## config.mk

```make
export PLATFORM = sky130hd
export DESIGN_NAME = quad_encoder_decoder
export DESIGN_NICKNAME = d
export VERILOG_FILES = /design/src/rtl/quad_encoder_decoder.sv
export SDC_FILE = /design/constraint.sdc
export NUM_CORES = 1
export LEC_CHECK = 0
export ABC_AREA = 1
export BUFFER_PORTS_ARGS = -buffer_cell sky130_fd_sc_hd__buf_2
export CORE_UTILIZATION = 57
export DETAILED_ROUTE_END_ITERATION = 12
export MAX_ROUTING_LAYER = met4
export PLACE_DENSITY = 0.88
export SYNTH_ARGS = -nofsm -noshare
export SYNTH_HDL_FRONTEND = slang
export SYNTH_SLANG_ARGS = --single-unit
```

## constraint.sdc

```tcl
create_clock -name clk -period 3.2 [get_ports clk]
set_input_delay 0 -clock clk [delete_from_list [all_inputs] [get_ports clk]]
set_output_delay 0 -clock clk [all_outputs]
set_load 0.05 [all_outputs]
```

## src/rtl/quad_encoder_decoder.sv

```systemverilog
// rtl/quad_encoder_decoder.sv - 4x quadrature decoder with index capture and phase error tracking
module quad_encoder_decoder #(
   parameter int CNT_W = 32,
   parameter int ERR_W = 16
) (
   input  logic                    clk,
   input  logic                    reset,
   input  logic                    enc_a,
   input  logic                    enc_b,
   input  logic                    enc_z,
   input  logic                    cnt_en,
   input  logic                    dir_invert,
   input  logic                    z_clr_en,
   input  logic                    clr,
   input  logic                    err_clr,
   output logic signed [CNT_W-1:0] position,
   output logic                    dir,
   output logic                    step_pulse,
   output logic                    z_pulse,
   output logic        [CNT_W-1:0] z_latch,
   output logic                    phase_err,
   output logic        [ERR_W-1:0] err_cnt
);

   localparam logic [CNT_W-1:0] CNT_ONE = CNT_W'(1);
   localparam logic [ERR_W-1:0] ERR_ONE = ERR_W'(1);

   logic [1:0]       r_ab_q;
   logic             r_z_q;
   logic [CNT_W-1:0] r_position;
   logic             r_dir;
   logic             r_step_pulse;
   logic             r_z_pulse;
   logic [CNT_W-1:0] r_z_latch;
   logic             r_phase_err;
   logic [ERR_W-1:0] r_err_cnt;

   logic [1:0] w_ab;
   logic       w_fwd_raw;
   logic       w_rev_raw;
   logic       w_step;
   logic       w_fwd;
   logic       w_illegal;
   logic       w_z_rise;

   assign w_ab = {enc_a, enc_b};

   // Gray-code transitions: A leads B in the forward direction
   always_comb begin
      w_fwd_raw = 1'b0;
      w_rev_raw = 1'b0;
      case ({r_ab_q, w_ab})
         4'b0010, 4'b1011, 4'b1101, 4'b0100: w_fwd_raw = 1'b1;
         4'b0001, 4'b0111, 4'b1110, 4'b1000: w_rev_raw = 1'b1;
         default: ;
      endcase
   end

   assign w_step    = w_fwd_raw | w_rev_raw;
   assign w_fwd     = dir_invert ? w_rev_raw : w_fwd_raw;
   assign w_illegal = ((r_ab_q ^ w_ab) == 2'b11);
   assign w_z_rise  = enc_z & ~r_z_q;

   always_ff @(posedge clk) begin
      if (reset) begin
         r_ab_q       <= w_ab;
         r_z_q        <= enc_z;
         r_position   <= '0;
         r_dir        <= 1'b0;
         r_step_pulse <= 1'b0;
         r_z_pulse    <= 1'b0;
         r_z_latch    <= '0;
         r_phase_err  <= 1'b0;
         r_err_cnt    <= '0;
      end else begin
         r_ab_q       <= w_ab;
         r_z_q        <= enc_z;
         r_step_pulse <= w_step & cnt_en;
         r_z_pulse    <= w_z_rise;

         if (w_step)
            r_dir <= w_fwd;

         if (w_z_rise)
            r_z_latch <= r_position;

         if (clr)
            r_position <= '0;
         else if (w_z_rise && z_clr_en)
            r_position <= '0;
         else if (w_step && cnt_en)
            r_position <= w_fwd ? r_position + CNT_ONE : r_position - CNT_ONE;

         // A fresh error in the clearing cycle restarts the count at one
         if (w_illegal) begin
            r_phase_err <= 1'b1;
            if (err_clr)
               r_err_cnt <= ERR_ONE;
            else if (!(&r_err_cnt))
               r_err_cnt <= r_err_cnt + ERR_ONE;
         end else if (err_clr) begin
            r_phase_err <= 1'b0;
            r_err_cnt   <= '0;
         end
      end
   end

   assign position   = r_position;
   assign dir        = r_dir;
   assign step_pulse = r_step_pulse;
   assign z_pulse    = r_z_pulse;
   assign z_latch    = r_z_latch;
   assign phase_err  = r_phase_err;
   assign err_cnt    = r_err_cnt;

endmodule

```

==> results.yml <==
synthesis:
  ys_seq_area_share_pct: 30.29
  synthCells: 962
  synth_nets: 1004
  synth.top_cell.area_share_pct: 30.29
  netlist.top_cell.by_area: "dfxtp_1"
  avgSynthCellArea_um2: 5.978
  ys_warn_count: 0
  syn_area_um2: 5751
  synth_cell_type_count: 34
  synth_area_leaders: "dfxtp_1 (30%), nand2_1 (19%), inv_1 (12%)"
  yosysMostFrequentCell: "nand2_1"
  ys_seq_elements: 87
  ys.flop_type: "dfxtp_1"
  async_reset_ff_share_pct: 0
  synth_edf_count: 0
  netlist_top_cells_count: "nand2_1 (286), inv_1 (183), nor2_1 (115)"
grt:
  overflow: 0
  grt_usage_pct: 31.51
  antenna_found_initial: 0
  grt_pass1_wl_mm: 24.98
  grt_pass1_vias: 5411
  grt_max_degree: 41
setup_path:
  rrSetupSlack_ns: 0.39
  rr_worst_depth: 17
  crit_type: "register to register"
  cp-start-kind: "register"
  cp.arrival_ns: 3.10
  required_ns: 3.49
  end_kind: "register"
  crit_fanout: 31
timing:
  fin_crit_ns: 2.815
  worst_pin_slew_ns: 0.7296
  finalSetupViolCount: 0
  fmax_mhz: 355.3
  hold_ws_ns: 0.1796
  setup_tns_ns: 0
  rsz0062_at_grt: "false"
  fin_ws_ns: 0.3854
  slew_headroom_pct: 51.29
  hold_violations: 0
  fin_crit_sh_pct: 87.96
  skew_ns: 0.01086
  finalMaxSlewViolations: 0
route:
  num_vias: 6057
  final_antenna_net_count: 0
  wl_per_cell_um: 12.87
  drt_iter0_drc: 539
  wirelength_mm: 15.37
  dr.pass1.iters: 6
  vias_per_cell: 5.073
  drcViolationCount: 0
min_path:
  min_path_type: "input pin to register"
  hold_depth: 4
clock_network:
  root_buffer: "clkbuf_8"
  clockBufferDepth: 2
  cts_buffers: 9
  cts.sinks: 87
  post_cts_resized: 0
  h-tree-depth: 3
  post_cts_buffers: 0
  cts_tree: "yes"
  clk_pin_slew_ns: 0.09
  clk_latency_ns: 0.38
cells_and_area:
  num_antenna_cells: 0
  fin_nets: 1098
  fin_util_pct: 67.55
  layout-drive-gt1-share_pct: 11.88
  area_growth_pct: 14.82
placement:
  pre_cts_ws_ns: 0.4328
  gp_congestion: 0.9873
  io_buffers: 93
  dp_hpwl_mm: 11.54
floorplanning:
  ioPinCount: 94
  dieHeight_um: 102.4
  design.die.area_um2: 10490
  die_x_um: 102.4
  coreArea_um2: 9774
  row_count: 36
  start_util_pct: 58.83
job:
  maxCapViolations: 0
power_and_ir_drop:
  power.density_nw_per_um2: 477.0
  leakagePower_nw: 3.799
  max-vdd-ir-drop_uv: 212.1
run_status:
  status: "finished clean"
[routing by layer]
layer | vias up | global-route usage, % | routed length [µm] | share of wire (%)
met4 | 0 | 8.242 | 219 | 1.4
li1 | 3158 | - | - | -
met2 | 210 | 49.49 | 6886 | 45
met3 | 22 | 5.404 | 1127 | 7.3
met1 | 2667 | 41.73 | 7134 | 46
met5 | - | - | 0 | 0
[kinds of logic after synthesis]
kind of cell / after synthesis / synth area share (%)
AOI/OAI and AO/OA: 139 / 12.62
xor gates and xnor gates: 18 / 2.741
DFF: 87 / 30.29
adders and majority gates: 32 / 7.093
and+or+nand+nor: 478 / 33.42
buffers and inverters: 208 / 13.84
[layout make-up]
class                      count  area [µm²]
inverter                     188       705.7
fill                         878        3172
tap                          133       166.4
multi-input combinational    667        3216
clock inverter                 6       92.59
timing repair buffer         103       553.0
clock buffer                  10       127.6
sequential                    87        1742
[per-stage QoR]
stage	total power, mW	cells	instance area, µm²
5_1_grt	3.346	1194	6603
3_3_place_gp	2.255	1173	6332
4_1_cts	3.143	1194	6603
6_report	3.150	1194	6603
2_1_floorplan	2.034	962	5751
3_5_place_dp	2.270	1173	6332
[registers in the layout (all words and copies together) (netlist names)]
name and cells:
r_z_q 1, r_ab_q 2, z_latch 32, z_pulse 1, err_cnt 16, step_pulse 1
dir 1, position 32, phase_err 1
[power by group]
part           internal, mW  leakage [nW]  switching (mW)
Combinational         0.315          2.98           0.787
Clock                 0.446         0.104           0.431
Sequential             1.13         0.710          0.0397
Total                  1.89          3.80            1.26
[worst max-delay path, stage by stage (launching register included)]
cell,delay (ns)
dfxtp_1,0.41
xor2_1,0.21
nand3b_1,0.13
nand2_1,0.14
inv_1,0.05
buf_4,0.26
ha_1,0.41
nand2_1,0.12
nor2_1,0.18
nand2_1,0.07
nand3_1,0.13
nand2_1,0.08
nand2_1,0.16
nand2_1,0.10
nand3_1,0.08
nand3_1,0.07
nand2_1,0.09
inv_1,0.03
[placed cells by master, fill, tap and decap left out, types with 13 or more instances in the layout]
cell type / count
a21oi_1: 71
buf_2: 93
dfxtp_1: 87
ha_1: 31
inv_1: 183
nand2_1: 286
nand3_1: 52
nor2_1: 114
o21ai_0: 47
o21ai_1: 13
[path summary, 6_finish.rpt]
| check | to | startpoint |
|---|---|---|
| max | position[22]$_SDFFE_PP0P_ | r_ab_q[0]$_DFF_P_ |
| min | step_pulse$_SDFF_PP0_ | cnt_en |
| max reg2reg | position[22]$_SDFFE_PP0P_ | r_ab_q[0]$_DFF_P_ |
| min reg2reg | phase_err$_SDFFE_PP0P_ | phase_err$_SDFFE_PP0P_ |
[repair_timing]
item | 4_1_cts | 5_1_grt
hold buffers | 5 | 0
endpoints found under the setup margin | 0 | 0
hold endpoints to repair | 12 | 0
(Power assumes the default switching activity.)
